### src/rtl/cpu_run_monitor_pkg.sv
// Shared types and constants for the CPU run monitor: FSM states, dump
// section encodings and the default halt instruction encoding.
package cpu_mon_pkg;

    typedef enum logic [2:0] {
        RUN      = 3'd0,
        DRAIN    = 3'd1,
        DUMP_REG = 3'd2,
        DUMP_MEM = 3'd3,
        DONE     = 3'd4
    } mon_state_t;

    localparam logic SEC_REG = 1'b0;
    localparam logic SEC_MEM = 1'b1;

    // Wide enough for any practical instruction width; the top slices it.
    localparam logic [63:0] DEF_HALT_WORD = '1;

    function automatic int max_int(input int a, input int b);
        return (a > b) ? a : b;
    endfunction

endpackage

### src/rtl/cpu_run_monitor_if.sv
// Valid/ready dump port of the run monitor; master = monitor, slave = consumer.
interface cpu_run_monitor_if #(
    parameter int DATA_W = 32,
    parameter int IDX_W  = 5
);
    logic              dump_valid_o;
    logic              dump_ready_i;
    logic [DATA_W-1:0] dump_data_o;
    logic              dump_is_mem_o;
    logic [IDX_W-1:0]  dump_idx_o;

    modport master (
        output dump_valid_o,
        output dump_data_o,
        output dump_is_mem_o,
        output dump_idx_o,
        input  dump_ready_i
    );

    modport slave (
        input  dump_valid_o,
        input  dump_data_o,
        input  dump_is_mem_o,
        input  dump_idx_o,
        output dump_ready_i
    );
endinterface

### src/rtl/cpu_run_monitor_dump_seq.sv
// mon_dump_seq: valid/ready index sequencer walking the register and memory
// sections. Optional running checksum when MON_CHECKSUM_EN is defined.
module mon_dump_seq
    import cpu_mon_pkg::*;
#(
    parameter int NREG   = 8,
    parameter int NMEM   = 32,
    parameter int DATA_W = 32,
    parameter int IDX_W  = 5
) (
    input  logic              clk_i,
    input  logic              rst_n,
    input  logic              active,
    input  logic              sec,
    input  logic [DATA_W-1:0] reg_data_i,
    input  logic [DATA_W-1:0] mem_data_i,
    output logic [IDX_W-1:0]  idx,
    output logic              sec_last,
    output logic [DATA_W-1:0] checksum_o,
    cpu_run_monitor_if.master dump
);

    logic              accept;
    logic [IDX_W-1:0]  last_idx;
    logic [DATA_W-1:0] word;

    assign accept   = active & dump.dump_ready_i;
    assign last_idx = (sec == SEC_MEM) ? IDX_W'(NMEM - 1) : IDX_W'(NREG - 1);
    assign sec_last = accept & (idx == last_idx);
    assign word     = (sec == SEC_MEM) ? mem_data_i : reg_data_i;

    always_ff @(posedge clk_i) begin
        if (rst_n) begin
            idx <= '0;
        end else if (accept) begin
            idx <= (idx == last_idx) ? '0 : idx + 1'b1;
        end
    end

    assign dump.dump_valid_o  = active;
    assign dump.dump_data_o   = word;
    assign dump.dump_is_mem_o = sec;
    assign dump.dump_idx_o    = idx;

`ifdef MON_CHECKSUM_EN
    logic [DATA_W-1:0] sum_q;

    always_ff @(posedge clk_i) begin
        if (rst_n) begin
            sum_q <= '0;
        end else if (accept) begin
            sum_q <= sum_q + word;
        end
    end

    assign checksum_o = sum_q;
`else
    assign checksum_o = '0;
`endif

endmodule

### src/rtl/cpu_run_monitor.sv
// cpu_run_monitor: counts executed instructions, ends the run on the halt word
// or a cycle limit, then stalls the CPU and dumps regs/mem (MON_CHECKSUM_EN adds checksum).
//
//   state    | meaning
//   ---------+-------------------------------------------------------
//   RUN      | CPU executing; count instructions, watch halt/limit
//   DRAIN    | CPU still running for DRAIN_CYCLES; counter frozen
//   DUMP_REG | CPU stalled; stream register file over dump port
//   DUMP_MEM | CPU stalled; stream data memory over dump port
//   DONE     | dump complete; stalled until reset
module cpu_run_monitor
    import cpu_mon_pkg::*;
#(
    parameter int                 INSTR_W      = 16,
    parameter logic [INSTR_W-1:0] HALT_WORD    = DEF_HALT_WORD[INSTR_W-1:0],
    parameter int                 MAX_CYCLES   = 200,
    parameter int                 DRAIN_CYCLES = 2,
    parameter int                 NREG         = 8,
    parameter int                 NMEM         = 32,
    parameter int                 DATA_W       = 32,
    parameter int                 CNT_W        = 16,
    localparam int                RAW          = $clog2(NREG),
    localparam int                MAW          = $clog2(NMEM),
    localparam int                IDX_W        = max_int(RAW, MAW)
) (
    input  logic               clk_i,
    input  logic               rst_n,
    input  logic [INSTR_W-1:0] instr_i,
    input  logic               instr_valid_i,
    output logic               cpu_stall_o,
    output logic [RAW-1:0]     reg_addr_o,
    input  logic [DATA_W-1:0]  reg_data_i,
    output logic [MAW-1:0]     mem_addr_o,
    input  logic [DATA_W-1:0]  mem_data_i,
    cpu_run_monitor_if.master  dump,
    output logic               halted_o,
    output logic               timeout_o,
    output logic               done_o,
    output logic [CNT_W-1:0]   cycle_cnt_o,
    output logic [DATA_W-1:0]  checksum_o
);

    localparam int DC_W = (DRAIN_CYCLES > 1) ? $clog2(DRAIN_CYCLES) : 1;
    localparam logic [DC_W-1:0] DRAIN_LOAD =
        (DRAIN_CYCLES > 0) ? DC_W'(DRAIN_CYCLES - 1) : '0;

    mon_state_t       state, state_nxt;
    logic [DC_W-1:0]  drain_cnt;
    logic [IDX_W-1:0] idx;
    logic             sec_last;
    logic             dump_active;
    logic             sec;
    logic             is_halt;
    logic             cnt_hit;
    logic             end_run;

    assign is_halt = instr_valid_i && (instr_i == HALT_WORD);
    // The instruction that brings the count to MAX_CYCLES ends the run.
    assign cnt_hit = instr_valid_i && !is_halt &&
                     (cycle_cnt_o == CNT_W'(MAX_CYCLES - 1));
    assign end_run = is_halt || cnt_hit;

    always_ff @(posedge clk_i) begin
        if (rst_n) begin
            state <= RUN;
        end else begin
            state <= state_nxt;
        end
    end

    always_comb begin
        state_nxt = state;
        case (state)
            RUN: begin
                if (end_run) begin
                    state_nxt = (DRAIN_CYCLES == 0) ? DUMP_REG : DRAIN;
                end
            end
            DRAIN:    if (drain_cnt == '0) state_nxt = DUMP_REG;
            DUMP_REG: if (sec_last)        state_nxt = DUMP_MEM;
            DUMP_MEM: if (sec_last)        state_nxt = DONE;
            DONE:     state_nxt = DONE;
            default:  state_nxt = RUN;
        endcase
    end

    always_comb begin
        cpu_stall_o = 1'b0;
        dump_active = 1'b0;
        sec         = SEC_REG;
        done_o      = 1'b0;
        case (state)
            DUMP_REG: begin
                cpu_stall_o = 1'b1;
                dump_active = 1'b1;
            end
            DUMP_MEM: begin
                cpu_stall_o = 1'b1;
                dump_active = 1'b1;
                sec         = SEC_MEM;
            end
            DONE: begin
                cpu_stall_o = 1'b1;
                done_o      = 1'b1;
            end
            default: ;
        endcase
    end

    always_ff @(posedge clk_i) begin
        if (rst_n) begin
            cycle_cnt_o <= '0;
            halted_o    <= 1'b0;
            timeout_o   <= 1'b0;
            drain_cnt   <= '0;
        end else begin
            if (state == RUN) begin
                if (instr_valid_i && !is_halt &&
                    (cycle_cnt_o < CNT_W'(MAX_CYCLES))) begin
                    cycle_cnt_o <= cycle_cnt_o + 1'b1;
                end
                if (is_halt) begin
                    halted_o <= 1'b1;
                end else if (cnt_hit) begin
                    timeout_o <= 1'b1;
                end
                if (end_run) begin
                    drain_cnt <= DRAIN_LOAD;
                end
            end else if (state == DRAIN && drain_cnt != '0) begin
                drain_cnt <= drain_cnt - 1'b1;
            end
        end
    end

    assign reg_addr_o = idx[RAW-1:0];
    assign mem_addr_o = idx[MAW-1:0];

    mon_dump_seq #(
        .NREG   (NREG),
        .NMEM   (NMEM),
        .DATA_W (DATA_W),
        .IDX_W  (IDX_W)
    ) u_dump_seq (
        .clk_i      (clk_i),
        .rst_n      (rst_n),
        .active     (dump_active),
        .sec        (sec),
        .reg_data_i (reg_data_i),
        .mem_data_i (mem_data_i),
        .idx        (idx),
        .sec_last   (sec_last),
        .checksum_o (checksum_o),
        .dump       (dump)
    );

endmodule

### src/flat_wrapper.sv
// flat-port wrapper written by rule: the top's interface ports become plain ports
module cpu_run_monitor_flat import cpu_mon_pkg::*;
#(
    parameter int                 INSTR_W      = 16,
    parameter logic [INSTR_W-1:0] HALT_WORD    = DEF_HALT_WORD[INSTR_W-1:0],
    parameter int                 MAX_CYCLES   = 200,
    parameter int                 DRAIN_CYCLES = 2,
    parameter int                 NREG         = 8,
    parameter int                 NMEM         = 32,
    parameter int                 DATA_W       = 32,
    parameter int                 CNT_W        = 16,
    localparam int                RAW          = $clog2(NREG),
    localparam int                MAW          = $clog2(NMEM),
    localparam int                IDX_W        = max_int(RAW, MAW)
)
  (clk_i, rst_n, instr_i, instr_valid_i, cpu_stall_o, reg_addr_o, reg_data_i, mem_addr_o, mem_data_i, halted_o, timeout_o, done_o, cycle_cnt_o, checksum_o, dump_dump_valid_o, dump_dump_data_o, dump_dump_is_mem_o, dump_dump_idx_o, dump_dump_ready_i);
  cpu_run_monitor_if #(.DATA_W(DATA_W), .IDX_W(5)) dump_i ();
  input  logic clk_i;
  input  logic rst_n;
  input  logic [INSTR_W-1:0] instr_i;
  input  logic instr_valid_i;
  output logic cpu_stall_o;
  output logic [RAW-1:0] reg_addr_o;
  input  logic [DATA_W-1:0] reg_data_i;
  output logic [MAW-1:0] mem_addr_o;
  input  logic [DATA_W-1:0] mem_data_i;
  output logic halted_o;
  output logic timeout_o;
  output logic done_o;
  output logic [CNT_W-1:0] cycle_cnt_o;
  output logic [DATA_W-1:0] checksum_o;
  output wire logic [$bits(dump_i.dump_valid_o)-1:0] dump_dump_valid_o;
  output wire logic [$bits(dump_i.dump_data_o)-1:0] dump_dump_data_o;
  output wire logic [$bits(dump_i.dump_is_mem_o)-1:0] dump_dump_is_mem_o;
  output wire logic [$bits(dump_i.dump_idx_o)-1:0] dump_dump_idx_o;
  input wire logic [$bits(dump_i.dump_ready_i)-1:0] dump_dump_ready_i;
  assign dump_dump_valid_o = dump_i.dump_valid_o;
  assign dump_dump_data_o = dump_i.dump_data_o;
  assign dump_dump_is_mem_o = dump_i.dump_is_mem_o;
  assign dump_dump_idx_o = dump_i.dump_idx_o;
  assign dump_i.dump_ready_i = dump_dump_ready_i;
  cpu_run_monitor #(.INSTR_W(INSTR_W), .HALT_WORD(HALT_WORD), .MAX_CYCLES(MAX_CYCLES), .DRAIN_CYCLES(DRAIN_CYCLES), .NREG(NREG), .NMEM(NMEM), .DATA_W(DATA_W), .CNT_W(CNT_W)) u_core (.clk_i(clk_i), .rst_n(rst_n), .instr_i(instr_i), .instr_valid_i(instr_valid_i), .cpu_stall_o(cpu_stall_o), .reg_addr_o(reg_addr_o), .reg_data_i(reg_data_i), .mem_addr_o(mem_addr_o), .mem_data_i(mem_data_i), .dump(dump_i), .halted_o(halted_o), .timeout_o(timeout_o), .done_o(done_o), .cycle_cnt_o(cycle_cnt_o), .checksum_o(checksum_o));
endmodule
### config.mk
export PLATFORM = sky130hd
export DESIGN_NAME = cpu_run_monitor_flat
export DESIGN_NICKNAME = d
export VERILOG_FILES = /design/src/rtl/cpu_run_monitor_pkg.sv /design/src/rtl/cpu_run_monitor_if.sv /design/src/rtl/cpu_run_monitor_dump_seq.sv /design/src/rtl/cpu_run_monitor.sv /design/src/flat_wrapper.sv
export SDC_FILE = /design/constraint.sdc
export NUM_CORES = 1
export LEC_CHECK = 0
export ABC_CLOCK_PERIOD_IN_PS = 2700
export CAP_MARGIN = 30
export CORE_ASPECT_RATIO = 0.5
export CORE_MARGIN = 8
export CORE_UTILIZATION = 33
export CTS_CLUSTER_DIAMETER = 60
export DETAILED_ROUTE_END_ITERATION = 8
export GPL_TIMING_DRIVEN = 0
export PLACE_DENSITY = 0.89
export SYNTH_ARGS = -nofsm -noshare
export SYNTH_HDL_FRONTEND = slang
export SYNTH_SLANG_ARGS = --single-unit
### constraint.sdc
create_clock -name clk_i -period 2.7 [get_ports clk_i]
set_input_delay 0.54 -clock clk_i [delete_from_list [all_inputs] [get_ports clk_i]]
set_output_delay 0.54 -clock clk_i [all_outputs]
set_load 0.05 [all_outputs]
==> run_results.csv <==
group,metric,value,unit
outcome,outcome,"finished clean",
cts,cts_setup_buffers,0,
placement,portBuffers,149,
detailed_routing,dr.pass1.iters,4,
timing,fin_skew,0.00722,ns
yosys,ys_seq_area_share,27.6,%
detailed_routing,wl,7330,um
cts,cts_buffers,3,
yosys,ys_seq_elements,27,
hold_path,hp-class,"register to register",
detailed_routing,via_per_inst,4.36,
floorplan,rows,19,
cts,clk_pin_slew,0.07,ns
timing,period_minus_slack,2.56,ns
cts,root_buffer,"clkbuf_16",
pwr,fin_total_pwr,1200,uW
timing,min_period_over_period,94.9,%
floorplan,die-height,70.5,um
yosys,yosysTopAreaCell,"dfxtp_1",
floorplan,start_util,34.9,%
yosys,yosysWarnings,0,
global_routing,antenna_found_initial,0,
yosys,synthArstFlopShare,0,%
global_routing,grtUsageTotal,15.8,%
timing,rsz0062_at_grt,"false",
floorplan,io_pins,183,
yosys,syn_area_per_cell,6.92,um^2
finish,area_delta_synth_final,86.4,%
yosys,yosys.area.top_type_share,27.6,%
setup_path,worstSetupStartpointType,"register",
finish,diodes,0,
floorplan,die_area,0.00880,mm^2
setup_path,crit_arrival,2.02,ns
finish,fin_nets,553,
setup_path,critPathKind,"register to output pin",
detailed_routing,detail_route.wl_per_cell,13.6,um
yosys,yosys-top-cells-count,"104 x nand2_1, 40 x buf_4, 27 x dfxtp_1",
cts,clockBufferDepth,2,
cts,clock_latency,0.26,ns
placement,place.gp.congestion,0.767,
global_routing,grt_pass1_wl,11700,um
yosys,synth_top_flop_cell,"dfxtp_1",
yosys,synth_edf_count,0,
global_routing,gr-total-overflow,0,
job,max-cap-violations,0,
cts,htreeDepth,1,
yosys,syn_area,0.00196,mm^2
timing,worstMarginPinSlew,0.672,ns
floorplan,core,0.00561,mm^2
yosys,yosysMostFrequentCell,"nand2_1",
timing,timing.hold.ws,0.481,ns
timing,hold_viol_final,0,
setup_path,worstPathMaxFanout,10,
yosys,ys_types,45,
global_routing,grt_start_max_net_pins,17,
floorplan,fp.dieW,125,um
pwr,p_per_area,328,mW/mm^2
pwr,leakage,0.00171,uW
placement,pre_cts_slack,-0.334,ns
global_routing,grt_pass1_vias,2322,
detailed_routing,vias,2351,
timing,drv_slew,0,
finish,fill_cells,495,
cts,cts_sinks,27,
yosys,syn_inst,283,
detailed_routing,drtIter0Drc,89,
pwr,vdd_drop_max,0.000246,V
cts,cts_hold_buf,0,
timing,slew_headroom,54.8,%
yosys,synth_area_leaders,"dfxtp_1 28%, nand2_1 20%, buf_4 15%",
timing,max_freq,0.390,GHz
detailed_routing,drc,0,
timing,fin_ws,0.137,ns
finish,drive_gt1_share,20.0,%
placement,dp_hpwl,6240,um
cts,cts_tree,"built",
setup_path,worst_setup_path_end_kind,"output pin",
setup_path,cp.required,2.16,ns
detailed_routing,postRouteAntennaNets,0,
timing,setup_viol,0,
[timing repair]
action,in CTS,in global routing
hold endpoints to repair,0,0
resized for setup,94,52
setup endpoints to repair,33,31
[worst paths after layout]
| check | start | endpoint | slack, ns | cells past startpoint |
|---|---|---|---|---|
| max | u_core.state[1] | dump_dump_data_o[10] | 0.14 | 8 |
| min | u_core.cycle_cnt_o[14] | u_core.cycle_cnt_o[14] | 0.48 | 1 |
| max reg2reg | u_core.cycle_cnt_o[8] | u_core.cycle_cnt_o[2] | 0.75 | 5 |
| min reg2reg | u_core.cycle_cnt_o[14] | u_core.cycle_cnt_o[14] | 0.48 | 1 |
[through the flow]
stage	cell area, um^2	TNS, ns	std cells	util (%)
after global routing	3650	0	539	65.1
after CTS	3780	0	540	67.5
after floorplan	2080	-0.00543	314	-
after detailed placement	3670	-7.60	536	65.3
after global placement	3670	-7.63	536	65.3
final	3650	0	539	65.1
[power breakdown]
group,switching [uW],internal (uW)
Combinational,271,183
Sequential,5.24,402
Clock,135,201
[state kept, by name (all words and copies together), names as in the netlist]
register and cells:
u_core.timeout_o 1, u_core.cycle_cnt_o 16, u_core.drain_cnt 1, u_core.halted_o 1
u_core.state 3, u_core.u_dump_seq.dump.dump_idx_o 5
[cells by family (layout without fill, tap and decap cells)]
| logic type | count (synthesis) | count (layout) | synth area share [%] |
|---|---|---|---|
| buffers and inverters | 56 | 208 | 18.5 |
| adder cells (fa/ha/maj) | 2 | 2 | 1.28 |
| AO/OA/AOI/OAI | 21 | 21 | 7.67 |
| multiplexers | 4 | 4 | 2.17 |
| other | 1 | 32 | 0.192 |
| flip-flops | 27 | 27 | 27.6 |
| AND/OR/NAND/NOR | 167 | 167 | 40.4 |
| XOR/XNOR | 5 | 5 | 2.24 |
[cells in the final DEF (no fill, tap or decap), types with 6 or more instances in the layout]
cell type	netlist	layout
clkdlybuf4s50_1	0	116
nand2_1	104	103
buf_4	40	40
conb_1	1	32
dfxtp_1	27	27
buf_2	1	22
nor2_1	15	15
nor2b_1	12	11
nand4_1	8	8
clkbuf_1	11	6
a21oi_1	6	6
[routing by layer]
metal	routed length [um]	up-vias	share of wire (%)	global-route usage, %
li1	-	1218	-	-
met1	2910	1040	40	16.6
met2	3950	84	54	31.8
met3	371	9	5.1	2.88
met4	103	0	1.4	4.28
met5	0	-	0	0
[critical path, stage by stage (launching register included)]
cell and delay (ns):
dfxtp_1 0.30, buf_2 0.18, nor2b_2 0.21, nand2_2 0.14
inv_2 0.18, clkbuf_2 0.24, nand2_1 0.08, nand2_1 0.06
clkdlybuf4s18_2 0.36
[area by class of cell]
type                    instances  area (um^2)  share of cell area [%]
flip-flops and latches         27          541                    14.8
well taps                      73         91.3                    2.50
clock buffers                   3         75.1                    2.06
inverters                       4         15.0                   0.411
multi-input cells             231         1180                    32.4
plain buffers                  51          350                    9.60
repair buffers                149         1390                    38.0
clock inverters                 1         7.51                   0.206
(Power assumes the default switching activity.)
==> RTL change 1: new RTL, same flow settings <==
`MAX_CYCLES` is set to 200 in 2 places; all go to 100.
--- a/src/rtl/cpu_run_monitor.sv
+++ b/src/rtl/cpu_run_monitor.sv
@@ -15,3 +15,3 @@
     parameter logic [INSTR_W-1:0] HALT_WORD    = DEF_HALT_WORD[INSTR_W-1:0],
-    parameter int                 MAX_CYCLES   = 200,
+    parameter int                 MAX_CYCLES   = 100,
     parameter int                 DRAIN_CYCLES = 2,
--- a/src/flat_wrapper.sv
+++ b/src/flat_wrapper.sv
@@ -5,3 +5,3 @@
     parameter logic [INSTR_W-1:0] HALT_WORD    = DEF_HALT_WORD[INSTR_W-1:0],
-    parameter int                 MAX_CYCLES   = 200,
+    parameter int                 MAX_CYCLES   = 100,
     parameter int                 DRAIN_CYCLES = 2,
Formal check against the unedited RTL: same outputs for any inputs over 10 cycles, from zero or initial values and one cycle with rst_n high; that may be too few to reach the edited logic, so the function may still have changed.
==> RTL change 1 against the original RTL <==
- wire length rose by 19%
- worst setup slack got worse by 50 ps
- total power rose by 0.46%
- synthesized area rose by 0.58%
- die area up 0.47%
- via count is 9.2% lower
- utilization is 3.7 points lower
- count of clock-buffer cells in the layout did not move
- sequential share of layout area is 0.13 points higher
- sequential cell count unchanged
- critical path depth down 2
- design area decreased by 0.65%
==> RTL change 1: results <==
export IMPL_peakVddDrop_uv=331.8
export IMPL_multi_input_area_um2=1165
export IMPL_num_vias=2135
export IMPL_min_path_cells=1
export IMPL_grt_pass1_vias=2160
export IMPL_dp_cells=472
export IMPL_synth_cell_types=42
export IMPL_hpwl_mm=7.431
export IMPL_leakagePower_nw=1.530
export IMPL_rrSetupSlack_ps=820
export IMPL_finalNonFillerCells=476
export IMPL_ys_top_cells_by_count="40 x buf_4, 27 x dfxtp_1, 26 x mux2_2"
export IMPL_hold_end="u_core.cycle_cnt_o[9]$_SDFFE_PP0P_"
export IMPL_largest_reg_flops=16
export IMPL_timing_rr_end="u_core.u_dump_seq.dump.dump_idx_o[3]$_SDFFE_PP0N_"
export IMPL_root_buffer="clkbuf_16"
export IMPL_arrival_ps=2070
export IMPL_post_cts_buffers=0
export IMPL_top_register="u_core.cycle_cnt_o"
export IMPL_ff2ff_path_depth=6
export IMPL_synth_fa_ha_area_frac=0.01271
export IMPL_setup_slack_ps=86.68
export IMPL_cp_slowest_cell="dlygate4sd2_1"
export IMPL_synthCells=214
export IMPL_synth_async_reset_ratio=0
export IMPL_dp_slack_ps=-163.9
export IMPL_portBuffers=150
export IMPL_crit_fanout=7
export IMPL_wl_per_cell_um=18.32
export IMPL_first_iter_violations=165
export IMPL_status="completed"
export IMPL_synth_seq_area_share=0.2745
export IMPL_grt_start_max_net_pins=18
export IMPL_place_congestion=0.8238
export IMPL_holdWs_ps=488.5
export IMPL_grt_usage=0.1852
export IMPL_synth_area_top_cells="dfxtp_1 27%, buf_4 15%, mux2_2 15%"
export IMPL_synth_compound_area_frac=0.07243
export IMPL_synthMuxAreaShare=0.1881
export IMPL_diodes=0
export IMPL_grt_pass1_wl_mm=13.00
export IMPL_finClkSkew_ps=5.529
export IMPL_r2r_start="u_core.state[0]$_SDFFE_PP0P_"
export IMPL_num_fill_cells=515
export IMPL_drive_gt1_frac=0.3058
export IMPL_fin_nets=486
export IMPL_tightest_slew_ps=566.1
[RTL change 1: changes by cell type after synthesis, moves of 3 or more]
cell	before	now
a21oi_1	6	10
and3_1	3	0
buf_6	0	4
clkbuf_1	11	3
mux2_1	2	6
mux2_2	0	26
nand2_1	104	9
nand3_1	4	7
nor2b_1	12	9
[RTL change 1: through the flow]
step / util / cell area (µm²)
final: 0.6140 / 3626
after global routing: 0.6140 / 3626
after CTS: 0.6142 / 3627
after detailed placement: 0.6237 / 3684
after global placement: 0.6237 / 3684
after floorplan: - / 2086
[RTL change 1: report_power, final]
group | switching, mW | total (mW) | internal [mW]
Sequential | 0.00413 | 0.405 | 0.401
Clock | 0.142 | 0.347 | 0.205
Combinational | 0.266 | 0.450 | 0.185
[RTL change 1: area by class of cell]
type                       instances  area share
buffer                            48      0.1008
clock buffer                       3     0.02070
clock inverter                     1    0.002415
inverter                           5    0.005176
multi-input combinational        165      0.3213
sequential                        27      0.1494
tap                               77     0.02657
timing repair buffer             150      0.3737
[RTL change 1: repair_timing]
item	CTS	global route
resized for setup	143	13
pin swaps	0	0
endpoints found under the setup margin	33	35
[RTL change 1: layer usage]
layer | track usage | vias to the layer above | wire length (µm)
li1 | - | 1050 | -
met1 | 0.2144 | 996 | 3535
met2 | 0.3449 | 73 | 4610
met3 | 0.03748 | 16 | 408
met4 | 0.04412 | 0 | 165
met5 | 0 | - | 0
[RTL change 1: worst max path at each step]
stage                      endpoint  cells past startpoint                    startpoint
6_report        dump_dump_data_o[2]                      6  u_core.state[2]$_SDFFE_PP0P_
5_1_grt         dump_dump_data_o[3]                      8  u_core.state[1]$_SDFFE_PP0P_
4_1_cts         dump_dump_data_o[3]                      7  u_core.state[2]$_SDFFE_PP0P_
3_5_place_dp    dump_dump_data_o[3]                      7  u_core.state[2]$_SDFFE_PP0P_
3_3_place_gp    dump_dump_data_o[3]                      7  u_core.state[2]$_SDFFE_PP0P_
2_1_floorplan  dump_dump_data_o[23]                      6  u_core.state[2]$_SDFFE_PP0P_
[RTL change 1: cell families after synthesis]
group | count (synthesis)
buf+inv | 53
other cells | 1
compound gates | 23
simple gates | 70
mux | 33
fa+ha+maj | 2
xor+xnor | 5
flops | 27
==> RTL change 2: new RTL, same settings <==
Without the edit above. Re-encode `mon_state_t` (5 states) as one-hot, 5 bits wide.
--- a/src/rtl/cpu_run_monitor_pkg.sv
+++ b/src/rtl/cpu_run_monitor_pkg.sv
@@ -4,8 +4,8 @@
 
-    typedef enum logic [2:0] {
-        RUN      = 3'd0,
-        DRAIN    = 3'd1,
-        DUMP_REG = 3'd2,
-        DUMP_MEM = 3'd3,
-        DONE     = 3'd4
+    typedef enum logic [4:0] {
+        RUN      = 5'b00001,
+        DRAIN    = 5'b00010,
+        DUMP_REG = 5'b00100,
+        DUMP_MEM = 5'b01000,
+        DONE     = 5'b10000
     } mon_state_t;
Formal check against the unedited RTL: same outputs for any inputs over 10 cycles, from zero or initial values and one cycle with rst_n high; not proved beyond that.
==> RTL change 2 against the original RTL <==
- worst hold slack worse by 14 ps
- wire length is 6.5% higher
- synthesized area is 5.1% higher
- design area is 6.7% higher
- register-to-register slack worse by 230 ps
- clock skew is 3.6 ps lower
- sequential cell count is 2 higher
- final cell count is 4.3% higher
- total power is 28% higher
- synthesized cell count is 1.1% higher
- worst setup slack worse by 8.5 ps
- largest cell class unchanged
- highest routed layer unchanged
==> RTL change 2: results <==
export IMPL_drive_gt1_frac=0.2089
export IMPL_place_congestion=0.8173
export IMPL_synth_xor_area_frac=0.02979
export IMPL_first_iter_violations=124
export IMPL_synth_fa_ha_area_frac=0.01216
export IMPL_slew_headroom=0.5803
export IMPL_crit_family="simple AND/OR/NAND/NOR gates"
export IMPL_ff2ff_path_depth=6
export IMPL_path_clk_slew_ps=50
export IMPL_htreeDepth=2
export IMPL_hp_start="u_core.halted_o$_SDFFE_PP0P_"
export IMPL_grt_pass1_wl_mm=11.92
export IMPL_peakVddDrop_uv=393.3
export IMPL_place_area_um2=3786
export IMPL_p_sw_mw=0.4490
export IMPL_synth_seq_area_share=0.2821
export IMPL_max_stage_delay_ps=560
export IMPL_dp_slack_ps=-460.7
export IMPL_timing_rr_end="u_core.state[3]$_SDFFE_PP0P_"
export IMPL_grt_pass1_vias=2301
export IMPL_clock_power_share=0.418
export IMPL_seqPwrFrac=0.285
export IMPL_powerSeq_mw=0.436
export IMPL_setup_slack_ps=128.5
export IMPL_status="completed"
export IMPL_synth_compound_area_frac=0.06809
export IMPL_routed_via_density=4.214
export IMPL_synth_cell_types=42
export IMPL_wl_per_cell_um=13.89
export IMPL_grt_usage=0.1606
==> RTL change 2: changes by cell type after synthesis, sizes merged, moves of 3 or more <==
cell / change
nand2b: +4
o21ba: -3
mux2i: +3
clkbuf: -4
==> RTL change 2: final cells by class <==
type                            instances  share of cell area
Buffer                                 49             0.08840
Clock buffer                            6             0.03568
Clock inverter                          2            0.009643
Inverter                                5            0.004822
Multi-Input combinational cell        233              0.3176
Sequential cell                        29              0.1491
Tap cell                               88             0.02829
Timing Repair Buffer                  150              0.3664
==> RTL change 2: through the flow <==
step / util / TNS, ps / hold slack, ps
4_1_cts: 0.6415 / 0 / 469.5
5_1_grt: 0.6428 / 0 / 486.4
3_3_place_gp: 0.6252 / -13570 / 449.8
6_report: 0.6428 / 0 / 466.7
2_1_floorplan: - / 0 / 515.0
3_5_place_dp: 0.6252 / -13970 / 458.8
==> RTL change 2: worst max-delay path by stage <==
stage,from,end,cells past startpoint
after floorplan,u_core.state[0]$_SDFFE_PP1P_,dump_dump_data_o[22],7
after global placement,u_core.state[0]$_SDFFE_PP1P_,dump_dump_data_o[11],8
after detailed placement,u_core.state[2]$_SDFFE_PP0P_,dump_dump_data_o[4],7
after CTS,u_core.state[0]$_SDFFE_PP1P_,dump_dump_data_o[12],7
after global routing,u_core.state[2]$_SDFFE_PP0P_,dump_dump_data_o[26],6
final,instr_i[13],u_core.state[3]$_SDFFE_PP0P_,6
==> RTL change 2: per-layer routing <==
metal / global-route usage / up-vias / share of wire
met5: 0 / - / 0
met4: 0.04439 / 0 / 0.0087
met3: 0.02591 / 6 / 0.045
met2: 0.3306 / 63 / 0.58
met1: 0.1639 / 1060 / 0.37
li1: - / 1239 / -
==> RTL change 2: worst min-delay path, stage by stage, from the launching register on <==
cell     delay (ps)
dfxtp_1         320
a31oi_1          40
nor2_1           70
